--- src/rtl/uart_tx_wb.sv ---
// Wishbone pipelined slave with a TX FIFO feeding an 8N1 UART serializer.
// Registers: TXDATA, STATUS, DIV; the fourth slot is reserved and errors.
module uart_tx_wb #(
    parameter int CLK_DIV    = 868,
    parameter int FIFO_DEPTH = 8
) (
    input  logic        clk_i,
    input  logic        reset_i,
    input  logic        wb_cyc_i,
    input  logic        wb_stb_i,
    input  logic        wb_we_i,
    input  logic [31:0] wb_adr_i,
    input  logic [31:0] wb_dat_i,
    input  logic [3:0]  wb_sel_i,
    output logic        wb_stall_o,
    output logic        wb_ack_o,
    output logic [31:0] wb_dat_o,
    output logic        wb_err_o,
    output logic        txd_o
);
    localparam int AW = $clog2(FIFO_DEPTH);

    typedef enum logic [1:0] {IDLE, START, DATA, STOP} state_t;

    state_t      state_q, state_d;
    logic [15:0] div_q;
    logic [15:0] cnt_q, cnt_d;
    logic [2:0]  bit_q, bit_d;
    logic [7:0]  sh_q, sh_d;
    logic        txd_d;
    logic [7:0]  mem [FIFO_DEPTH];
    logic [AW-1:0] wr_q, rd_q;
    logic [4:0]  count_q;
    logic        empty, full, busy;
    logic        acc, push, pop, err_c;
    logic [1:0]  addr;
    logic [15:0] div_w;
    logic [31:0] rdata;
    logic        unused;

    assign unused = ^{wb_adr_i[31:4], wb_adr_i[1:0],
                      wb_dat_i[31:16], wb_sel_i[3:2]};

    assign wb_stall_o = 1'b0;
    assign acc   = wb_cyc_i & wb_stb_i;
    assign addr  = wb_adr_i[3:2];
    assign empty = (count_q == 5'd0);
    assign full  = (count_q == 5'(FIFO_DEPTH));
    assign busy  = (state_q != IDLE);

    // Full is judged on the registered count; a same-cycle pop frees nothing.
    assign push  = acc & wb_we_i & (addr == 2'd0) & wb_sel_i[0] & ~full;
    assign err_c = acc & ((addr == 2'd3) |
                   (wb_we_i & (addr == 2'd0) & wb_sel_i[0] & full));

    assign div_w = {wb_sel_i[1] ? wb_dat_i[15:8] : div_q[15:8],
                    wb_sel_i[0] ? wb_dat_i[7:0]  : div_q[7:0]};

    always_comb begin
        rdata = 32'd0;
        if (!wb_we_i) begin
            unique case (addr)
                2'd1:    rdata = {19'd0, count_q, 5'd0, busy, full, empty};
                2'd2:    rdata = {16'd0, div_q};
                default: rdata = 32'd0;
            endcase
        end
    end

    always_ff @(posedge clk_i or negedge reset_i) begin
        if (!reset_i) begin
            wb_ack_o <= 1'b0;
            wb_err_o <= 1'b0;
            wb_dat_o <= 32'd0;
            div_q    <= 16'(CLK_DIV);
        end else begin
            wb_ack_o <= acc & ~err_c;
            wb_err_o <= err_c;
            wb_dat_o <= (acc & ~err_c) ? rdata : 32'd0;
            if (acc & wb_we_i & (addr == 2'd2) & (|wb_sel_i[1:0]))
                div_q <= (div_w < 16'd2) ? 16'd2 : div_w;
        end
    end

    always_ff @(posedge clk_i) begin
        if (push)
            mem[wr_q] <= wb_dat_i[7:0];
    end

    always_ff @(posedge clk_i or negedge reset_i) begin
        if (!reset_i) begin
            wr_q    <= '0;
            rd_q    <= '0;
            count_q <= 5'd0;
        end else begin
            if (push)
                wr_q <= wr_q + AW'(1);
            if (pop)
                rd_q <= rd_q + AW'(1);
            unique case ({push, pop})
                2'b10:   count_q <= count_q + 5'd1;
                2'b01:   count_q <= count_q - 5'd1;
                default: count_q <= count_q;
            endcase
        end
    end

    always_comb begin
        state_d = state_q;
        cnt_d   = cnt_q;
        bit_d   = bit_q;
        sh_d    = sh_q;
        pop     = 1'b0;
        unique case (state_q)
            IDLE: begin
                if (!empty) begin
                    pop     = 1'b1;
                    sh_d    = mem[rd_q];
                    cnt_d   = div_q - 16'd1;
                    state_d = START;
                end
            end
            START: begin
                if (cnt_q == 16'd0) begin
                    cnt_d   = div_q - 16'd1;
                    bit_d   = 3'd0;
                    state_d = DATA;
                end else begin
                    cnt_d = cnt_q - 16'd1;
                end
            end
            DATA: begin
                if (cnt_q == 16'd0) begin
                    cnt_d = div_q - 16'd1;
                    sh_d  = sh_q >> 1;
                    if (bit_q == 3'd7)
                        state_d = STOP;
                    else
                        bit_d = bit_q + 3'd1;
                end else begin
                    cnt_d = cnt_q - 16'd1;
                end
            end
            STOP: begin
                if (cnt_q == 16'd0) begin
                    // Chain straight into the next start bit when more is queued.
                    if (!empty) begin
                        pop     = 1'b1;
                        sh_d    = mem[rd_q];
                        cnt_d   = div_q - 16'd1;
                        state_d = START;
                    end else begin
                        state_d = IDLE;
                    end
                end else begin
                    cnt_d = cnt_q - 16'd1;
                end
            end
            default: state_d = IDLE;
        endcase
    end

    always_comb begin
        txd_d = 1'b1;
        unique case (state_q)
            START:   txd_d = 1'b0;
            DATA:    txd_d = sh_q[0];
            default: txd_d = 1'b1;
        endcase
    end

    always_ff @(posedge clk_i or negedge reset_i) begin
        if (!reset_i) begin
            state_q <= IDLE;
            cnt_q   <= 16'd0;
            bit_q   <= 3'd0;
            sh_q    <= 8'd0;
            txd_o   <= 1'b1;
        end else begin
            state_q <= state_d;
            cnt_q   <= cnt_d;
            bit_q   <= bit_d;
            sh_q    <= sh_d;
            txd_o   <= txd_d;
        end
    end
endmodule

--- config.mk ---
export PLATFORM = sky130hd
export DESIGN_NAME = uart_tx_wb
export DESIGN_NICKNAME = d
export VERILOG_FILES = /design/src/rtl/uart_tx_wb.sv
export SDC_FILE = /design/constraint.sdc
export NUM_CORES = 1
export LEC_CHECK = 0
export CORE_ASPECT_RATIO = 0.7
export CORE_MARGIN = 3
export CORE_UTILIZATION = 54
export CTS_CLUSTER_DIAMETER = 50
export CTS_CLUSTER_SIZE = 14
export DETAILED_ROUTE_END_ITERATION = 10
export PLACE_DENSITY = 0.88
export SLEW_MARGIN = 40
export SYNTH_ARGS = -nofsm -noshare
export SYNTH_HDL_FRONTEND = slang
export SYNTH_SLANG_ARGS = --single-unit
--- constraint.sdc ---
create_clock -name clk_i -period 3.91 [get_ports clk_i]
set_input_delay 0.782 -clock clk_i [delete_from_list [all_inputs] [get_ports clk_i]]
set_output_delay 0.782 -clock clk_i [all_outputs]
set_load 0.05 [all_outputs]
* Word level (Yosys, flattened, before mapping)
Memory sizes are Yosys's and may differ from the RTL's.
Index checks and enable logic that the tools add are counted.
** Word-level totals
- Bits in registers :: 91
- Memory bits (writable) :: 64
- Input bits :: 73
- Output and inout port bits :: 36
- Logic and storage cells :: 97
- Memories :: 1
** Cells by class
- $add $sub $neg :: 7
- Order comparisons :: 1
- Eq/ne operators :: 16
- Muxes and demuxes :: 32
- Bitwise operators :: 15
- Reductions and logical operators :: 13
** Memory list
- mem :: depth 8, width 8, rd ports 1, clocked after memory_dff 0, wr ports 1, line 31 : logic [7:0] mem [FIFO_DEPTH];
** Operators with widths (count)
- 2-to-1 mux 16 bit :: 4
- 2-to-1 mux 32 bit :: 2
- case mux 16 bit (3 select lines) :: 1
- 2-to-1 mux 8 bit :: 5
- case mux 16 bit (2 select lines) :: 1
- subtractor 16 x 1 -> 16 bit, second input constant :: 2
- case mux 8 bit (3 select lines) :: 1
- logical NOT 16 bit :: 1
- < comparator 16 x 2 -> 1 bit, second input constant :: 1
- bitwise AND 1 bit :: 12
- inequality test 2 bit, second input constant :: 6
- equality test 2 bit, second input constant :: 5
- 2-to-1 mux 2 bit :: 5
- case mux 5 bit (2 select lines) :: 1
- adder 3 x 1 -> 3 bit, second input constant :: 3
- 2-to-1 mux 3 bit :: 3
- case mux 2 bit (4 select lines) :: 1
- equality test 2 x 1 -> 1 bit, second input constant :: 3
- case mux 3 bit (2 select lines) :: 1
- nonzero test 2 bit :: 3
- adder 5 x 1 -> 5 bit, second input constant :: 1
- equality test 5 x 4 -> 1 bit, second input constant :: 1
- logical NOT 5 bit :: 1
- 2-to-1 mux 1 bit :: 5
- other kinds (11) :: 15

* Longest topological paths before layout
- Depth after elaboration :: 9
- Depth in mapped cells :: 15
- Gate-level depth less buffers :: 14

* Worst setup path after synthesis
Ideal clock, no wire load.
- Kind :: register -> register
- From :: register cnt_q[0]
- To :: register count_q[4]
- Setup time :: 0.079 ns
- Arrival :: 3.487 ns
- Required time :: 3.831 ns
- Path slack :: 0.344 ns
- Cell stages (with the launch flop) :: 16
- Buffers on the path :: 1
- Clock period less this slack :: 3.566 ns
- Cell sequence :: dfrtp_1 -> inv_1 -> ha_1 -> or3b_2 -> clkbuf_1 -> nor3_2 -> a31oi_1 -> nor3_1 -> ha_1 -> inv_1 -> fa_1 -> nor2b_1 -> o21ai_0 -> and3_1 -> nor3_1 -> xor2_1
** Between the ends
- Longest elaborated chain between the ends :: 5
- Elaborated cells on any way between the ends :: 7
- Those cells by class :: eq/ne (2); mux (3); reduce/logical (2)
** Ends and longest elaborated chain
- start: declaration :: line 27 : logic [15:0] cnt_q, cnt_d;
- start signal: assignment :: line 181 : cnt_q <= cnt_d;
- logical NOT 16 bit (*) :: line 145 : if (cnt_q == 16'd0) begin
- 2-to-1 mux 1 bit (*) :: line 145
- case mux 1 bit (2 select lines) (*) :: line 114 : unique case (state_q)
- net pop :: line 35 : logic acc, push, pop, err_c;
- equality test 2 x 1 -> 1 bit or equality test 2 bit (tied branches) :: line 100 : unique case ({push, pop})
- case mux 5 bit (2 select lines) or nonzero test 2 bit (tied branches)
- end signal: assignment :: line 101 : 2'b10: count_q <= count_q + 5'd1;
- end signal: assignment :: line 102 : 2'b01: count_q <= count_q - 5'd1;
- end signal: assignment :: line 103 : default: count_q <= count_q;
- end: declaration :: line 33 : logic [4:0] count_q;
The timed path passes the listed nets; every way through them passes the cells marked *.
A chain may end at the register's enable or synchronous reset.

* Worst setup path in the final report
Same ends and word-level chain as after synthesis.

==> out/qor.yml <==
path_cells: "inv_1 -> ha_1 -> or3b_4 -> nor3_4 -> a31oi_2 -> nor3_1 -> buf_4 -> ha_1 -> inv_1 -> fa_1 -> nor2b_1 -> o21ai_0 -> and3_1 -> nor3_1 -> xor2_1"
status: "completed"
synth_commonest_cells: "69 x dfrtp_1, 64 x edfxtp_1, 42 x nor2_1, 25 x mux2_2, 25 x nand2_1"
portBuffers: 43
cp.arrival_ns: 4.10
path_class: "flip-flop to flip-flop"
cap_violations: 0
core_um2: 12500
syn_area_um2: 6990
pwr-share-comb_pct: 38.2
viasPerCell: 6.35
nets: 716
final_max_slew_viol_count: 0
cts_num_sinks: 139
synth_flop_cell: "dfrtp_1"
antennaDiodeCount: 0
hpwl_um: 11500
synth_area_per_cell_um2: 12.1
final_area_um2: 8210
root_buffer: "clkbuf_16"
critical-path-top-delay-family: "simple AND/OR/NAND/NOR gates"
yosys-top-cells-area: "edfxtp_1 27%, dfrtp_1 25%, mux4_2 5.2%"
finalSetupViolCount: 0
drtIter0Drc: 548
cp.required_ns: 4.24
io_pins: 109
dieArea_um2: 14400
cts.clk_slew.worst_paths_ns: 0.07
synth_edf_count: 64
synth_cells: 576
power_leakage_nw: 3.26
grt_pass1_wl_um: 27600
min_period_over_period_pct: 96.4
fmax_ghz: 0.265
synthArstFlopShare_pct: 54.0
cts_made_buffers: 17
routed-via-count: 5062
p_switching_w: 0.00238
postCtsHoldBufs: 0
grt_max_degree: 76
postCtsSetupRepairBufs: 0
power_w: 0.00621
yosys.area.top_type: "edfxtp_1"
intPower_w: 0.00383
placed_area_um2: 7540
synth.ff_latch_count: 139
seq_area_um2: 3810
path_buf_inv: 3
die_w_um: 142
rsz0062_at_grt: "false"
route.detailed.drc: 0
clk_latency_ns: 0.42
multi_input_area_um2: 2970
cpPeakStageDelay_ns: 0.46
p_seq_share_pct: 33.5
tightest_slew_ns: 0.820
antenna_found_initial: 0
synth_top_area_share_pct: 27.5
cts.htree.levels: 4
cts_tree: "yes"
wl_um: 17300
setup_ws_ns: 0.139
hold_viol: 0
ys_seq_area_share_pct: 54.4
areaGrowthSynthToFinish_pct: 17.5
critPathMaxFanout: 7
grt_usage_pct: 24.9
rows: 34
drtPass1Iterations: 5
finClkSkew_ns: 0.0104
gr-total-overflow: 0
yosysWarningCount: 0
dp_slack_ns: 0.220
grt_pass1_vias: 5043
final_cell_count_no_fill: 797
synth_most_common_cell: "dfrtp_1"
peakVddDrop_uv: 447
routedWlPerCell_um: 21.7
gp_congestion: 0.916
netSwitchingFraction_pct: 38.4
hp-class: "primary input to async pin"
finalSetupTns_ns: 0
start_kind: "flip-flop"
powerDensity_nw_per_um2: 756
post-place-cells: 765
cts.path.max_buffers: 2
layout-drive-gt1-share_pct: 16.2
min_period_ns: 3.77
power_frac_clock_pct: 28.3
dieHeight_um: 101
end_kind: "flip-flop"
cpMaxStageDelayCell: "or3b_4"
synthDistinctLibCells: 62
floorplan.initialDensity_pct: 55.7
ant_nets: 0
fillerInstances: 854
slew_headroom_pct: 45.1
==> cells in the final DEF (no fill, tap or decap), types with 14 or more instances in the layout <==
master	Yosys	final
o21ai_0	20	20
mux2_2	25	25
nand2_1	25	25
a21oi_1	14	14
inv_1	19	19
nor2_1	42	40
nor3_1	22	21
dfrtp_1	69	69
conb_1	1	17
mux4_2	16	16
xor2_1	16	16
edfxtp_1	64	64
clkdlybuf4s50_1	0	42
ha_1	20	20
clkbuf_16	0	17
==> flip-flops by register name, indices dropped and copies added, names as in the netlist <==
signal and count:
sh_q 8, bit_q 3, rd_q 3, mem 64, wb_err_o 1, cnt_q 16
count_q 5, div_q 16, wb_dat_o 16, wr_q 3, txd_o 1, wb_ack_o 1
state_q 2
==> worst reg2reg max path: stages, from the launching register on <==
cell and delay, ns:
dfrtp_1 0.43, inv_1 0.08, ha_1 0.22, or3b_4 0.46
nor3_4 0.22, a31oi_2 0.18, nor3_1 0.21, buf_4 0.19
ha_1 0.24, inv_1 0.11, fa_1 0.42, nor2b_1 0.14
o21ai_0 0.13, and3_1 0.21, nor3_1 0.21, xor2_1 0.22
==> worst paths after layout <==
check	start	to	slack, ns	cells after the start
setup / recovery	cnt_q[0]$_DFF_PN0_	count_q[4]$_DFFE_PN0P_	0.14	15
hold / removal	reset_i	cnt_q[8]$_DFF_PN0_	0.38	1
setup reg to reg	cnt_q[0]$_DFF_PN0_	count_q[4]$_DFFE_PN0P_	0.14	15
hold reg to reg	sh_q[3]$_DFFE_PN0P_	sh_q[3]$_DFFE_PN0P_	0.51	1
max in group asynchronous	reset_i	wb_err_o$_DFF_PN0_	3.04	1
min in group clk_i	sh_q[3]$_DFFE_PN0P_	sh_q[3]$_DFFE_PN0P_	0.51	1
==> power groups by stage <==
stage | sequential, W | combinational [W] | clock (W)
floorplan | 0.00196 | 0.00178 | 0
global placement | 0.00206 | 0.00215 | 0
detailed placement | 0.00209 | 0.00227 | 0
CTS | 0.00207 | 0.00230 | 0.00176
global route | 0.00211 | 0.00257 | 0.00184
finish | 0.00208 | 0.00237 | 0.00176
==> per-stage QoR <==
step | util (%) | hold slack (ns)
floorplan | - | 0.463
global placement | 60.0 | 0.488
detailed placement | 60.1 | 0.498
CTS | 65.2 | 0.421
global route | 65.4 | 0.428
finish | 65.4 | 0.377
==> final cells by class <==
type,count,share of cell area (%)
tap,162,2.47
multi-input combinational,390,36.1
inverter,19,0.868
clock inverter,15,2.65
timing repair buffer,55,6.35
clock buffer,17,5.18
sequential,139,46.3
==> layer usage <==
layer | global-route usage (%) | part of all wire [%] | vias up
met1 | 35.5 | 41 | 2475
met2 | 39.5 | 48 | 326
met3 | 6.56 | 10 | 27
li1 | - | - | 2234
met5 | 0 | 0 | -
met4 | 5.09 | 1.3 | 0
==> kinds of logic (layout without fill, tap and decap cells) <==
family	Yosys count	count (layout)	share of synthesized area, %
adders and majority gates	21	21	3.87
AOI/OAI and AO/OA	101	101	10.2
xor gates and xnor gates	25	25	3.13
other	1	17	0.0536
DFF	139	139	54.4
buffers and inverters	63	106	4.42
muxes	54	54	11.0
and+or+nand+nor	172	172	12.9
==> timing repair <==
| action | CTS | global route |
|---|---|---|
| setup endpoints to repair | 0 | 1 |
| endpoints found under the hold margin | 0 | 0 |
| resized for setup | 0 | 3 |
Power figures use the tool's default switching activity.
